$ cat src/rtl/ahb_isram_pkg.sv
// Shared AHB-Lite encodings and the byte-lane decode used by the on-chip SRAM bridge.
package ahb_isram_pkg;

  localparam logic [1:0] HTRANS_IDLE   = 2'b00;
  localparam logic [1:0] HTRANS_BUSY   = 2'b01;
  localparam logic [1:0] HTRANS_NONSEQ = 2'b10;
  localparam logic [1:0] HTRANS_SEQ    = 2'b11;

  localparam logic [2:0] HSIZE_BYTE = 3'b000;
  localparam logic [2:0] HSIZE_HALF = 3'b001;
  localparam logic [2:0] HSIZE_WORD = 3'b010;

  // Sizes above a word cannot be narrower than the 32-bit bus, so they enable all lanes.
  function automatic logic [3:0] byte_mask(input logic [2:0] size, input logic [1:0] addr);
    logic [3:0] m;
    case (size)
      HSIZE_BYTE: m = 4'b0001 << addr;
      HSIZE_HALF: m = addr[1] ? 4'b1100 : 4'b0011;
      default:    m = 4'b1111;
    endcase
    return m;
  endfunction

endpackage

$ cat src/rtl/ahb_isram_bridge.sv
// Zero-wait-state AHB-Lite slave driving a pipelined-read, byte-enabled-write SRAM macro.
// Writes that collide with a read are parked in a one-entry buffer and forwarded to later reads.
module ahb_isram_bridge
  import ahb_isram_pkg::*;
#(
  parameter int AW = 16
) (
  input  logic          HCLK,
  input  logic          HRESETn,
  input  logic          HSEL,
  input  logic          HREADY,
  input  logic [1:0]    HTRANS,
  input  logic [2:0]    HSIZE,
  input  logic          HWRITE,
  input  logic [AW+1:0] HADDR,
  input  logic [31:0]   HWDATA,
  output logic          HREADYOUT,
  output logic          HRESP,
  output logic [31:0]   HRDATA,
  output logic [AW-1:0] SRAMADDR,
  output logic [31:0]   SRAMWDATA,
  output logic [3:0]    SRAMWEN,
  output logic          SRAMCS,
  input  logic [31:0]   SRAMRDATA
);

  logic          trans_valid, rd_req, wr_req;
  logic [AW-1:0] req_addr;
  logic [3:0]    req_mask;

  logic          wr_dphase_q, wr_dphase_d;
  logic [AW-1:0] wr_addr_q, wr_addr_d;
  logic [3:0]    wr_mask_q, wr_mask_d;
  logic          buf_pend_q, buf_pend_d;
  logic [AW-1:0] buf_addr_q, buf_addr_d;
  logic [3:0]    buf_mask_q, buf_mask_d;
  logic [31:0]   buf_data_q, buf_data_d;
  logic [3:0]    fwd_mask_q, fwd_mask_d;

  assign HREADYOUT = 1'b1;
  assign HRESP     = 1'b0;

  assign trans_valid = HSEL & HREADY & ((HTRANS == HTRANS_NONSEQ) | (HTRANS == HTRANS_SEQ));
  assign rd_req      = trans_valid & ~HWRITE;
  assign wr_req      = trans_valid & HWRITE;
  assign req_addr    = HADDR[AW+1:2];
  assign req_mask    = byte_mask(HSIZE, HADDR[1:0]);

  // A write data phase can only be parked while the buffer is empty: a pending entry always
  // commits in the preceding (non-read) write address phase, so the two never overlap.
  always_comb begin
    wr_dphase_d = wr_req;
    wr_addr_d   = wr_addr_q;
    wr_mask_d   = wr_mask_q;
    buf_pend_d  = buf_pend_q;
    buf_addr_d  = buf_addr_q;
    buf_mask_d  = buf_mask_q;
    buf_data_d  = buf_data_q;
    fwd_mask_d  = fwd_mask_q;

    if (wr_req) begin
      wr_addr_d = req_addr;
      wr_mask_d = req_mask;
    end

    if (wr_dphase_q && rd_req) begin
      buf_pend_d = 1'b1;
      buf_addr_d = wr_addr_q;
      buf_mask_d = wr_mask_q;
      buf_data_d = HWDATA;
    end else if (buf_pend_q && !rd_req) begin
      buf_pend_d = 1'b0;
    end

    if (rd_req) begin
      if (wr_dphase_q && (wr_addr_q == req_addr))
        fwd_mask_d = wr_mask_q;
      else if (buf_pend_q && (buf_addr_q == req_addr))
        fwd_mask_d = buf_mask_q;
      else
        fwd_mask_d = 4'b0000;
    end
  end

  always_ff @(posedge HCLK or negedge HRESETn) begin
    if (!HRESETn) begin
      wr_dphase_q <= 1'b0;
      wr_addr_q   <= '0;
      wr_mask_q   <= 4'b0000;
      buf_pend_q  <= 1'b0;
      buf_addr_q  <= '0;
      buf_mask_q  <= 4'b0000;
      buf_data_q  <= 32'h0;
      fwd_mask_q  <= 4'b0000;
    end else begin
      wr_dphase_q <= wr_dphase_d;
      wr_addr_q   <= wr_addr_d;
      wr_mask_q   <= wr_mask_d;
      buf_pend_q  <= buf_pend_d;
      buf_addr_q  <= buf_addr_d;
      buf_mask_q  <= buf_mask_d;
      buf_data_q  <= buf_data_d;
      fwd_mask_q  <= fwd_mask_d;
    end
  end

  // Reads own the port; a parked write goes next, and an unobstructed data phase writes straight through.
  always_comb begin
    SRAMCS    = 1'b0;
    SRAMWEN   = 4'b0000;
    SRAMADDR  = buf_addr_q;
    SRAMWDATA = buf_data_q;
    if (!HRESETn) begin
      SRAMCS = 1'b0;
    end else if (rd_req) begin
      SRAMCS   = 1'b1;
      SRAMADDR = req_addr;
    end else if (buf_pend_q) begin
      SRAMCS    = 1'b1;
      SRAMWEN   = buf_mask_q;
      SRAMADDR  = buf_addr_q;
      SRAMWDATA = buf_data_q;
    end else if (wr_dphase_q) begin
      SRAMCS    = 1'b1;
      SRAMWEN   = wr_mask_q;
      SRAMADDR  = wr_addr_q;
      SRAMWDATA = HWDATA;
    end
  end

  always_comb begin
    HRDATA = SRAMRDATA;
    for (int n = 0; n < 4; n++) begin
      if (fwd_mask_q[n]) HRDATA[8*n +: 8] = buf_data_q[8*n +: 8];
    end
  end

endmodule

$ cat config.mk
export PLATFORM = sky130hd
export DESIGN_NAME = ahb_isram_bridge
export DESIGN_NICKNAME = d
export VERILOG_FILES = /design/src/rtl/ahb_isram_pkg.sv /design/src/rtl/ahb_isram_bridge.sv
export SDC_FILE = /design/constraint.sdc
export NUM_CORES = 1
export LEC_CHECK = 0
export BUFFER_PORTS_ARGS = -buffer_cell sky130_fd_sc_hd__buf_2
export CORE_ASPECT_RATIO = 0.6
export CORE_MARGIN = 2
export CORE_UTILIZATION = 50
export DETAILED_ROUTE_END_ITERATION = 8
export GPL_ROUTABILITY_DRIVEN = 1
export PLACE_DENSITY = 0.92
export SLEW_MARGIN = 20
export SYNTH_ARGS = -nofsm -noshare
export SYNTH_HDL_FRONTEND = slang
export SYNTH_SLANG_ARGS = --single-unit
export TNS_END_PERCENT = 100
$ cat constraint.sdc
create_clock -name HCLK -period 2.7 [get_ports HCLK]
set_input_delay 0.405 -clock HCLK [delete_from_list [all_inputs] [get_ports HCLK]]
set_output_delay 0.405 -clock HCLK [all_outputs]
set_load 0.02 [all_outputs]
Word-level counts from Yosys, hierarchy flattened
Cells that the tools add are included.
{"block": "word_totals", "ff_bits": 78}
{"block": "classes", "eq_ne": 5, "n_shift": 1, "n_mux": 26, "n_bitwise": 6, "reduce_logical": 7}
{"op": "32-bit two-way mux", "n": 4}
{"op": "16-bit two-way mux", "n": 4}
{"op": "16-bit == test", "n": 2}
{"op": "8-bit two-way mux", "n": 4}
{"op": "4-bit two-way mux", "n": 7}
{"op": "4-bit one-hot mux with 2 select lines", "n": 1}
{"op": "1-bit two-way mux", "n": 6}
{"op": "1-bit bitwise AND", "n": 4}
{"op": "2-bit == test (second input constant)", "n": 2}
{"op": "1-bit logical AND", "n": 4}
{"op": "1-bit by 2-bit left shift with 4-bit output (first input constant)", "n": 1}
{"op": "3-bit by 1-bit == test with 1-bit output (second input constant)", "n": 1}
{"op": "3-bit zero test", "n": 1}
{"op": "2-bit nonzero test", "n": 1}
{"op": "1-bit zero test", "n": 1}
{"op": "1-bit inverter", "n": 1}
{"op": "1-bit bitwise OR", "n": 1}

Logic depth before layout (Yosys ltp)
{"block": "logic_depth", "ltp_word": 8, "depth_mapped": 7, "mapped_depth_nobuf": 5}

Worst setup path after synthesis
Ideal clock, no wire load.
{"block": "synth_timing", "path_kind": "input to output", "start": "input port HTRANS[1]", "end": "output port SRAMADDR[5]", "arrival_time_ns": 1.652, "required_time_ns": 2.295, "path_slack_ns": 0.643, "stages": 7, "path_buffers": 2, "cell_sequence": "nand3_1 > or2_0 > clkbuf_1 > nand2_1 > buf_2 > o22ai_1 > a21oi_1"}
{"block": "synth_between", "elab_chain_len": 6, "word_cells_on_any_way": 7, "cone_classes": "2 x eq/ne; 2 x mux; 3 x bitwise"}
{"element": "from (decl)", "line_no": "ahb_isram_bridge.sv:12", "rtl": "input logic [1:0] HTRANS,"}
{"element": "2-bit == test", "line_no": "ahb_isram_bridge.sv:43", "rtl": "assign trans_valid = HSEL & HREADY & ((HTRANS == HTRANS_NONSEQ) | (HTRANS == HTRANS_SEQ));"}
{"element": "1-bit bitwise OR *", "line_no": "ahb_isram_bridge.sv:43"}
{"element": "1-bit bitwise AND *", "line_no": "ahb_isram_bridge.sv:43"}
{"element": "1-bit bitwise AND *", "line_no": "ahb_isram_bridge.sv:44", "rtl": "assign rd_req = trans_valid & ~HWRITE;"}
{"element": "16-bit two-way mux *", "line_no": "ahb_isram_bridge.sv:115", "rtl": "end else if (rd_req) begin"}
{"element": "16-bit two-way mux *", "line_no": "ahb_isram_bridge.sv:113", "rtl": "if (!HRESETn) begin"}
{"element": "to (decl)", "line_no": "ahb_isram_bridge.sv:20", "rtl": "output logic [AW-1:0] SRAMADDR,"}
Every way passes the cells marked *; elsewhere a longest branch is shown, timed or not.

Worst setup path in the final report
{"block": "layout_timing", "start": "input port HRESETn", "end": "output port SRAMWDATA[4]"}
{"block": "layout_between", "elab_chain_len": 1}
{"element": "from (decl)", "line_no": "ahb_isram_bridge.sv:9", "rtl": "input logic HRESETn,"}
{"element": "32-bit two-way mux", "line_no": "ahb_isram_bridge.sv:113"}
{"element": "to (decl)", "line_no": "ahb_isram_bridge.sv:21", "rtl": "output logic [31:0] SRAMWDATA,"}
No other way between the ends.

==> out/metrics.cfg <==
[timing]
timing.max_slew.rel_slack_pct = 51.1
final-setup-viol-count = 0
worst_pin_slew_ns = 0.728
final_period_minus_worst_setup_slack_ns = 2.61
fmax_mhz = 383
timing.final.ws_setup_ns = 0.0897
post-route-period-util_pct = 96.7
fin_hold_ws_ns = 0.318
report.final.slew_viol_count = 0
report.final.hold_viol_count = 0
skew_ns = 0.00701
grt_setup_unrepaired = true

[pwr]
p_per_area_mw_per_mm2 = 561
peakVddDrop_uv = 373
cellLeakagePower_nw = 3.11

[placement]
globalplace.congestion = 0.912
placed_area_sq_mm = 0.00550
place.port_buffers = 175
dpl.hpwl_um = 8850
placedCellCount = 687
detailedPlace.worstSlack_ns = 0.347

[synthesis]
syn-instance-count = 414
yosys_register_bits = 78
ys_top_cells_by_area = dfrtp_1 44%, mux2_2 29%, nand2_1 5.1%
yosysWarningCount = 0
post_synth.cell_area_avg_sq_um = 10.8
synth-edff-count = 0
syn_area_sq_mm = 0.00445
synth_most_common_cell = mux2_2
synthFlopType = dfrtp_1
synth_top_area_share_pct = 43.8
synth_commonest_cells = 115 x mux2_2, 78 x dfrtp_1, 61 x nand2_1
synth_top_area_cell = dfrtp_1
asyncSetResetFlopFracSynth_pct = 100
synth-seq-area-share_pct = 43.8
yosysUniqueCellTypes = 30
synth.net_count = 506

[critical_path]
crit_path_cell_trace = dlygate4sd3_1 > buf_4 > nand3_2 > buf_12 > mux2_1 > buf_2
critPathSlowestCell = dlygate4sd3_1
worstPathRequired_ns = 2.30
critical_path_peak_fanout = 25
crit_buf_inv = 4
cpPeakStageDelay_ns = 0.53
setup.worst_path.end_class = primary output
critical_path.startpoint_type = input pin
worstPathArrival_ns = 2.21
setup.worst_path.class = in2out
timing.critical_path.max_delay_family = buffers and inverters

[routing]
drt-initial-drc-count = 293
router_iterations_before_antenna_repair = 5
ant_nets = 0
totalWireLength_um = 12000
routed-via-count = 3895
ratio_of_routed_vias_to_standard_cells = 5.55
drt_drc_violations_left = 0
drt-wirelength-per-cell_um = 17.1

[clocking]
worst_skew_pair_later_pin_latency_ns = 0.33
tritoncts_num_sinks = 78
tritoncts_clock_tree = done
cts_post_setup_buffers_inserted = 0
number_of_buffers_on_the_longest_clock_path = 2
worst_setup_hold_path_clk_slew_ns = 0.06
cts-buffers-inserted = 9
buffer_cell_driving_the_clock_tree_root = clkbuf_16
cts.htree.levels = 3

[cells_and_area]
layout-area-overhead-vs-synth_pct = 30.2
antennaDiodeCount = 0
multi_input_comb_area_sq_mm = 0.00239
regArea_sq_mm = 0.00195
final_core_utilization_pct = 67.5
post_layout_nonfiller_instances = 702
drive_above_1_share_pct = 53.6
final_design_area_no_fill_sq_mm = 0.00580
fillerInstances = 635
finalNetCount = 679

[die]
die_area_sq_mm = 0.00970
rows = 26
design.portCount = 179
die-height_um = 77.1
die-width_um = 126
area_inside_the_core_boundary_sq_mm = 0.00859
initial_core_util_pct = 51.8

[outcome]
status = finished clean

[global_route]
first_global_vias = 3693
grt-ovfl-total = 0
grt_pass1_wl_um = 18800
track_usage_pct = 24.6
grt_antenna_before_repair = 0
grt_start_max_net_pins = 88

[worst_hold_path]
min-delay-path-class = in2reg

[flow_run]
max_cap_viol_count = 0

==> flip-flops by register name (all words and copies together) (netlist names) <==
register,cells
wr_mask_q,4
buf_mask_q,4
buf_addr_q,16
wr_addr_q,16
buf_data_q,32
fwd_mask_q,4
buf_pend_q,1
wr_dphase_q,1
==> stage by stage <==
step,TNS (ns),power (W)
6_report,0,0.00325
5_1_grt,-0.00601,0.00341
4_1_cts,0,0.00329
3_5_place_dp,0,0.00208
3_3_place_gp,0,0.00205
2_1_floorplan,0,0.00180
==> timing repair <==
item                       CTS  global route
setup endpoints to repair    0             1
hold buffers                 1             0
resized for setup            0             0
hold endpoints to repair     8             0
==> cells in the final DEF, fill, tap and decap left out <==
| cell | synthesis | final |
|---|---|---|
| or2_0 | 1 | 1 |
| o21a_1 | 1 | 1 |
| nand4_1 | 6 | 6 |
| clkbuf_1 | 13 | 2 |
| a21oi_1 | 18 | 18 |
| a21o_1 | 2 | 2 |
| buf_12 | 0 | 4 |
| clkinv_1 | 1 | 1 |
| dlygate4sd3_1 | 0 | 1 |
| xnor2_1 | 13 | 13 |
| clkbuf_16 | 0 | 9 |
| mux2_1 | 1 | 1 |
| mux2_2 | 115 | 115 |
| buf_2 | 10 | 174 |
| a21boi_0 | 3 | 3 |
| bufinv_16 | 0 | 1 |
| or2_4 | 1 | 1 |
| inv_1 | 1 | 1 |
| nand2_1 | 61 | 60 |
| nand2b_1 | 1 | 1 |
| clkbuf_8 | 0 | 2 |
| nor2b_1 | 1 | 1 |
| dfrtp_1 | 78 | 78 |
| o22ai_1 | 16 | 16 |
| a22oi_1 | 4 | 4 |
| a41o_1 | 4 | 4 |
| nand2_2 | 0 | 1 |
| conb_1 | 2 | 2 |
| nand3_1 | 2 | 1 |
| o21ai_0 | 4 | 4 |
| o31ai_1 | 4 | 4 |
| nor3_1 | 2 | 2 |
| xor2_1 | 19 | 19 |
| nand3_2 | 0 | 1 |
| nor2_1 | 24 | 24 |
| nor4_1 | 4 | 4 |
| buf_4 | 2 | 8 |
==> per-layer routing <==
layer	global-route usage (%)	vias to the layer above	part of all wire, %
met4	7.03	0	1.5
met1	32.3	1852	43
met2	39.9	209	47
met3	7.19	23	8.6
met5	0	-	0
li1	-	1811	-
==> layout make-up <==
cell class | count | area share [%]
multi-input cells | 309 | 41.2
flip-flops and latches | 78 | 33.7
repair buffers | 187 | 17.6
clock buffers | 13 | 4.49
well taps | 112 | 2.42
clock inverters | 1 | 0.518
inverters | 2 | 0.130
==> path summary, 6_finish.rpt <==
| kind | startpoint | end | slack, ns | depth (start not counted) |
|---|---|---|---|---|
| max | HRESETn | SRAMWDATA[4] | 0.09 | 6 |
| min | HWDATA[4] | buf_data_q[4] | 0.32 | 2 |
| max reg2reg | wr_addr_q[13] | fwd_mask_q[3] | 0.68 | 5 |
| min reg2reg | buf_data_q[22] | buf_data_q[22] | 0.52 | 1 |
| max in group asynchronous | HRESETn | buf_mask_q[3] | 1.55 | 3 |
| min in group asynchronous | HRESETn | wr_addr_q[2] | 0.46 | 2 |
==> where the power goes <==
group / switching (W) / internal, W / leakage, nW
Clock: 0.000424 / 0.000756 / 0.142
Sequential: 0.000124 / 0.00129 / 1.04
Combinational: 0.000365 / 0.000298 / 1.92
Total: 0.000913 / 0.00234 / 3.11
==> cells by family after synthesis <==
logic type                share of synthesized area, %
muxes                                             29.3
xor gates and xnor gates                          6.30
DFF                                               43.8
buffers and inverters                             2.73
AOI/OAI and AO/OA                                 7.98
other                                            0.169
and+or+nand+nor                                   9.64
Power figures use the tool's default switching activity.
